`config.mk`:
```
export PLATFORM = sky130hd
export DESIGN_NAME = timer_sequencer
export DESIGN_NICKNAME = d
export VERILOG_FILES = /design/src/rtl/timer_seq_pkg.sv /design/src/rtl/mod_k_period_counter.sv /design/src/rtl/timer_sequencer.sv
export SDC_FILE = /design/constraint.sdc
export NUM_CORES = 1
export LEC_CHECK = 0
export ABC_AREA = 1
export CORE_ASPECT_RATIO = 0.9
export CORE_MARGIN = 8
export CORE_UTILIZATION = 45
export DETAILED_ROUTE_END_ITERATION = 12
export DONT_BUFFER_PORTS = 1
export SLEW_MARGIN = 40
export SYNTH_ARGS = -nofsm -noshare
export SYNTH_HDL_FRONTEND = slang
export SYNTH_SLANG_ARGS = --single-unit
```
`constraint.sdc`:
```
create_clock -name i_clk -period 1.9 [get_ports i_clk]
set_input_delay 0.475 -clock i_clk [delete_from_list [all_inputs] [get_ports i_clk]]
set_output_delay 0.475 -clock i_clk [all_outputs]
set_load 0.03 [all_outputs]
```
`src/rtl/timer_seq_pkg.sv`:
```
// Shared definitions for the timer_sequencer block.
// Contents:
//   ST_*_ENC : raw two-bit state encodings.
//   state_t  : controller state type built from those encodings.
package timer_seq_pkg;

  localparam logic [1:0] ST_IDLE_ENC = 2'd0;
  localparam logic [1:0] ST_RUN_ENC  = 2'd1;
  localparam logic [1:0] ST_DONE_ENC = 2'd2;

  typedef enum logic [1:0] {
    S_IDLE = ST_IDLE_ENC,
    S_RUN  = ST_RUN_ENC,
    S_DONE = ST_DONE_ENC
  } state_t;

endpackage

```
`src/rtl/mod_k_period_counter.sv`:
```
// Mod-k period counter. It counts 0..k-1 while enabled and wraps back to 0.
// A synchronous clear takes priority over counting.
// Ports:
//   i_clk, i_reset : clock and asynchronous active-high reset.
//   i_en           : advance the count this cycle.
//   i_clr          : force the count to 0 at the next edge.
//   i_k            : period k. The caller must screen out k==0.
//   o_count        : current count.
//   o_wrap         : count equals k-1, so the next enabled edge wraps.
module mod_k_period_counter #(
  parameter int N = 8
) (
  input  logic         i_clk,
  input  logic         i_reset,
  input  logic         i_en,
  input  logic         i_clr,
  input  logic [N-1:0] i_k,
  output logic [N-1:0] o_count,
  output logic         o_wrap
);

  logic [N-1:0] count_d, count_q;
  logic [N-1:0] k_m1;

  // k is never 0 while counting, so k-1 stays in range.
  assign k_m1    = i_k - N'(1);
  assign o_wrap  = (count_q == k_m1);
  assign o_count = count_q;

  always_comb begin
    count_d = count_q;
    if (i_clr) begin
      count_d = '0;
    end else if (i_en) begin
      count_d = o_wrap ? '0 : count_q + N'(1);
    end
  end

  always_ff @(posedge i_clk or posedge i_reset) begin
    if (i_reset) begin
      count_q <= '0;
    end else begin
      count_q <= count_d;
    end
  end

endmodule

```
`src/rtl/timer_sequencer.sv`:
```
// Job controller for a mod-k period counter. It accepts (k, reps) over a
// valid/ready handshake and runs exactly reps full periods of k cycles. It
// strobes o_tick on every wrap and pulses o_done once when the job ends.
// A running job can be aborted.
// Ports:
//   i_clk, i_reset           : clock and asynchronous active-high reset.
//   i_cfg_valid, o_cfg_ready : job handshake. Ready is high only in IDLE.
//   i_cfg_k, i_cfg_reps      : period and repeat count, latched on handshake.
//   i_abort                  : terminate a running job and return to IDLE.
//   o_busy                   : job running.
//   o_count, o_rep           : position in the period, completed periods.
//   o_tick, o_done           : wrap strobe, one-cycle job-complete pulse.
module timer_sequencer
  import timer_seq_pkg::*;
#(
  parameter int N = 8,
  parameter int R = 4
) (
  input  logic         i_clk,
  input  logic         i_reset,
  input  logic         i_cfg_valid,
  output logic         o_cfg_ready,
  input  logic [N-1:0] i_cfg_k,
  input  logic [R-1:0] i_cfg_reps,
  input  logic         i_abort,
  output logic         o_busy,
  output logic [N-1:0] o_count,
  output logic [R-1:0] o_rep,
  output logic         o_tick,
  output logic         o_done
);

  state_t       state_d, state_q;
  logic [N-1:0] k_d, k_q;
  logic [R-1:0] reps_d, reps_q;
  logic [R-1:0] rep_d, rep_q;
  logic         hs, run, wrap, cnt_clr;

  assign hs      = i_cfg_valid && (state_q == S_IDLE);
  assign run     = (state_q == S_RUN);
  assign cnt_clr = hs || (run && i_abort);

  mod_k_period_counter #(.N(N)) u_counter (
    .i_clk   (i_clk),
    .i_reset (i_reset),
    .i_en    (run),
    .i_clr   (cnt_clr),
    .i_k     (k_q),
    .o_count (o_count),
    .o_wrap  (wrap)
  );

  always_comb begin
    state_d = state_q;
    k_d     = k_q;
    reps_d  = reps_q;
    rep_d   = rep_q;
    case (state_q)
      S_IDLE: begin
        if (hs) begin
          k_d    = i_cfg_k;
          reps_d = i_cfg_reps;
          rep_d  = '0;
          // A zero-length job goes straight to DONE without any ticks.
          state_d = (i_cfg_k == '0 || i_cfg_reps == '0) ? S_DONE : S_RUN;
        end
      end
      S_RUN: begin
        if (i_abort) begin
          state_d = S_IDLE;
          rep_d   = '0;
        end else if (wrap) begin
          rep_d = rep_q + R'(1);
          if (rep_q == reps_q - R'(1)) begin
            state_d = S_DONE;
          end
        end
      end
      S_DONE:  state_d = S_IDLE;
      default: state_d = S_IDLE;
    endcase
  end

  always_ff @(posedge i_clk or posedge i_reset) begin
    if (i_reset) begin
      state_q <= S_IDLE;
      k_q     <= '0;
      reps_q  <= '0;
      rep_q   <= '0;
    end else begin
      state_q <= state_d;
      k_q     <= k_d;
      reps_q  <= reps_d;
      rep_q   <= rep_d;
    end
  end

  assign o_cfg_ready = (state_q == S_IDLE);
  assign o_busy      = run;
  assign o_rep       = rep_q;
  // Abort wins over a wrap in the same cycle, so the tick is suppressed.
  assign o_tick      = run && wrap && !i_abort;
  assign o_done      = (state_q == S_DONE);

endmodule
```
### After elaboration in Yosys (flattened, before gate mapping)

Cells that the tools add are included.

* output and inout bits: 16
* logic and storage cells: 44
* input bits: 16
* register bits: 26

* muxes and demuxes: 13
* eq/ne operators: 7
* reduce and logical (&&, ||, !) cells: 15
* $add $sub $neg: 4

Operator list (count)
* 2-to-1 mux 8 bit: 3
* 2-to-1 mux 4 bit: 3
* 2-to-1 mux 2 bit: 5
* adder 8 x 1 -> 8 bit, second input constant: 1
* == test 8 bit: 1
* zero test 8 bit: 1
* case mux 4 bit (2 select lines): 1
* subtractor 8 x 1 -> 8 bit, second input constant: 1
* inequality test 3 x 2 -> 1 bit, second input constant: 2
* AND reduction 3 bit: 2
* adder 4 x 1 -> 4 bit, second input constant: 1
* == test 4 bit: 1
* logical AND 1 bit: 4
* zero test 4 bit: 1
* case mux 2 bit (2 select lines): 1
* nonzero test 2 bit: 2
* subtractor 4 x 1 -> 4 bit, second input constant: 1
* == test 2 x 1 -> 1 bit, second input constant: 1
* == test 2 bit, second input constant: 1
* zero test 2 bit: 1
* logical OR 1 bit: 2
* inequality test 2 x 1 -> 1 bit, second input constant: 1
* AND reduction 2 bit: 1
* zero test 1 bit: 1

### Longest topological paths before layout

* depth in word-level cells: 6
* mapped depth: 14
* depth with buffers taken out: 14

### Cells and area by module

Synthesis repeated with hierarchy kept, for this count alone.

* cell total of the unflattened synthesis: 260
* area, all modules: 1754.2 sq um

Modules (own cells, without submodules)
* timer_sequencer: seq. area each 450.4 sq um, cells an instance 129, instances 1, area an instance 1004.7 sq um
* mod_k_period_counter: seq. area each 200.2 sq um, cells an instance 131, instances 1, area an instance 749.5 sq um

### Worst setup path before layout

Ideal clock, no wire load.

* kind: reg-to-output
* from: reg k_q[0]
* to: out o_tick
* slack: -0.217 ns
* path buffers: 0
* required time: 1.425 ns
* arrival: 1.642 ns
* stages on the path, launching flop included: 10
* path through: dfrtp_1 inv_1 ha_1 xor2_1 nand2_1 nor2_1 nand2_1 nor2_2 nand2_2 nor2_1

* cells in the longest elaborated chain, start to end: 4

Ends and longest elaborated chain
* start, declared: line timer_sequencer.sv:34 `logic [N-1:0] k_d, k_q;`
* start signal, assigned: line timer_sequencer.sv:92 `k_q <= k_d;`
* subtractor 8 x 1 -> 8 bit: line mod_k_period_counter.sv:26 `assign k_m1 = i_k - N'(1);`
* == test 8 bit: line mod_k_period_counter.sv:27 `assign o_wrap = (count_q == k_m1);`
* logical AND 1 bit (2 in a row): line timer_sequencer.sv:102 `assign o_tick = run && wrap && !i_abort;`
* end, declared: line timer_sequencer.sv:29 `output logic o_tick,`

No other way between the ends.

### Worst setup path in the final report

Ends and elaborated chain as after synthesis.

==> flow_metrics.env <==
export IMPL_synthSimpleGateAreaFrac_pct=31.31
export IMPL_path_clk_slew_ps=90
export IMPL_ir_drop_mv=0.5601
export IMPL_antenna_found_initial=0
export IMPL_nNetsFinal=267
export IMPL_vias=1433
export IMPL_slew_headroom_pct=69.02
export IMPL_tightest_slew_ps=464.7
export IMPL_drtIter0Drc=80
export IMPL_synthesis_nets=248
export IMPL_final_cell_area_mm2=0.001906
export IMPL_port_buffers=0
export IMPL_layoutNonFillerInstCount=291
export IMPL_path_cells="inv_2, ha_4, inv_1, nand2_1, nand3_1, nand2_1, nor2_1, nand2_1, nor2_2, nand2_2, nor2_4"
export IMPL_r2r_cells=14
export IMPL_finalMaxSlewViolations=0
export IMPL_rr_endpoint="u_counter.o_count[2]$_DFFE_PP0P_"
export IMPL_layout_common_cells="nand2_1, inv_1, dfrtp_1"
export IMPL_crit_family="simple AND/OR/NAND/NOR gates"
export IMPL_cp_end_kind="output port"
export IMPL_cts_tree="done"
export IMPL_dieArea_mm2=0.005864
export IMPL_finalHoldViolations=0
export IMPL_critical_path_class="flop to output port"
export IMPL_ant_nets=0
export IMPL_grt_pass1_vias=1445
export IMPL_max_stage_delay_ps=370
export IMPL_clk_insertion_delay_late_ps=270
export IMPL_dpl_cell_area_mm2=0.001824
export IMPL_cp_slowest_cell="dfrtp_1"
export IMPL_synth_edf_count=0
export IMPL_syn_area_mm2=0.001650
export IMPL_synth_top_family_by_area="simple AND/OR/NAND/NOR gates"
export IMPL_avgViaCountPerCell=4.924
export IMPL_drive_above_1_share_pct=15.51
export IMPL_grt_usage_pct=13.52
export IMPL_grt_pass1_wl_mm=6.368
export IMPL_crit_arrival_ps=1640
export IMPL_setup_slack_ps=-214.8
export IMPL_synthArstFlopShare_pct=100.0
export IMPL_r2r_start="k_q[0]$_DFFE_PP0P_"
export IMPL_area_delta_synth_final_pct=15.47
export IMPL_leakagePower_nw=0.9955
export IMPL_ios=32
export IMPL_cp_data_required_time_ps=1420
export IMPL_dp_cells=286
export IMPL_utilization_pct=52.55
export IMPL_layout_commonest_cell="nand2_1"
export IMPL_synth_xor_area_share_pct=7.430
export IMPL_wl_per_cell_um=13.08
export IMPL_muxShareOfSynthArea_pct=0
export IMPL_drc_errors=0
export IMPL_fmax_mhz=472.9
export IMPL_status="finished with violations"
export IMPL_cts_root_buf="clkbuf_8"
export IMPL_violations="setup timing"
export IMPL_setup_viol_count_final=1
export IMPL_crit_start="k_q[0]$_DFFE_PP0P_"
export IMPL_die_h_um=73.45
export IMPL_synth_area_per_cell_um2=7.238
export IMPL_start_kind="flop"
export IMPL_finalWeightedCongestion=0.8150
export IMPL_clock_path_buffers=2
export IMPL_r2r_slack_ps=150
export IMPL_hpwl_mm=3.025
export IMPL_period_share_pct=111.3
export IMPL_synth_seq_cells=26
export IMPL_numCtsBuffers=3
export IMPL_grt_max_degree=27
export IMPL_start_util_pct=45.51
export IMPL_drv_cap=0
export IMPL_synth_cell_types=28
export IMPL_hold_class="primary input to asynchronous set/reset pin"
export IMPL_dieWidth_um=79.84
export IMPL_synth_compound_area_share_pct=8.491
export IMPL_worst_path_buf_inv=2
export IMPL_synth_adder_area_share_pct=3.033
export IMPL_ys_seq_area_share_pct=39.42
export IMPL_num_antenna_cells=0
export IMPL_finalCriticalPeriod_ps=2115
export IMPL_cts_max_level=1
export IMPL_finClkSkew_ps=4.063
export IMPL_power_total_mw=2.848
export IMPL_synthCells=228
export IMPL_rows=21
export IMPL_coreArea_mm2=0.003626
export IMPL_cts_sinks=26
export IMPL_crit_top_cell="nand2_1"
export IMPL_gr_total_overflow=0
export IMPL_wl_mm=3.807
export IMPL_grt_setup_unrepaired="yes"
export IMPL_ys_flop_type="dfrtp_1"
export IMPL_yosys_warnings=0
export IMPL_dr_pass1_iters=4
export IMPL_cellPowerDensity_mw_per_mm2=1495
export IMPL_path_max_fanout=4
-- state kept, by name, indices dropped and copies added (netlist names) --
register and cells:
o_rep 4, k_q 8, u_counter.o_count 8, state_q 2
reps_q 4
-- kinds of logic after synthesis --
family | after synthesis
AND/OR/NAND/NOR | 114
buffers and inverters | 43
AO/OA/AOI/OAI | 27
flip-flops | 26
XOR/XNOR | 14
adder cells (fa/ha/maj) | 4
-- worst register-to-register path: cells and delay by family (launching register included) --
| kind | cells | cell delay (ps) |
|---|---|---|
| AOI/OAI and AO/OA | 1 | 70 |
| and+or+nand+nor | 8 | 600 |
| adders and majority gates | 1 | 170 |
| buffers and inverters | 4 | 430 |
| DFF | 1 | 370 |
-- through the flow --
step / setup TNS [ps] / hold WS, ps / setup WS [ps]
3_5_place_dp: -31.14 / 454.6 / -31.14
4_1_cts: -237.3 / 154.3 / -237.3
5_1_grt: -353.8 / 166.3 / -344.1
6_report: -214.8 / 142.0 / -214.8
3_3_place_gp: -17.17 / 447.9 / -17.17
2_1_floorplan: 0 / 471.9 / 6.917
-- power breakdown --
group / switching, mW / internal, mW
registers: 0.248 / 0.733
logic: 0.948 / 0.606
clock network: 0.171 / 0.142
total: 1.37 / 1.48
-- synthesized netlist by cell type (2+ instances only) --
cell type / count / area share, %
clkbuf_1: 2 / 0.46
ha_1: 4 / 3.0
a21oi_1: 7 / 2.1
nand2_4: 2 / 1.4
nand4_1: 5 / 1.9
nand2_2: 2 / 0.76
nor4_1: 2 / 0.76
nor2_2: 2 / 0.76
nand2_1: 59 / 13
inv_1: 38 / 8.6
xor2_1: 8 / 4.2
o21ai_0: 17 / 5.2
nor3_1: 2 / 0.61
nor2_1: 19 / 4.3
dfrtp_1: 26 / 39
xnor2_1: 6 / 3.2
nand3_1: 16 / 4.9
-- what timing repair did --
action                                  CTS  global route
endpoints found under the setup margin    1            11
buffers inserted                          1             1
hold buffers                              0             0
gates resized for setup                   4             3
pin swaps                                 7             0
-- final cells by class --
| class | count | area, um^2 |
|---|---|---|
| inverters | 39 | 146.4 |
| repair buffers | 18 | 135.1 |
| flip-flops and latches | 26 | 650.6 |
| fillers | 382 | 1720 |
| multi-input cells | 159 | 874.6 |
| well taps | 46 | 57.56 |
| clock buffers | 3 | 41.29 |
-- worst max path at each step --
stage / slack (ps) / cells past startpoint / end
after floorplan: 7 / 9 / o_tick
after global placement: -20 / 10 / o_tick
after detailed placement: -30 / 9 / o_tick
after CTS: -240 / 9 / o_tick
after global routing: -340 / 11 / o_tick
final: -210 / 11 / o_tick
-- per-layer routing --
layer  up-vias  track usage (%)  routed length (um)
met3         2            4.034                 224
met1       659            15.98                1771
met4         0            3.226                  13
met2        27            23.33                1797
met5         -                0                   0
li1        745                -                   -
Note: power is estimated with default switching activity, not from simulation.
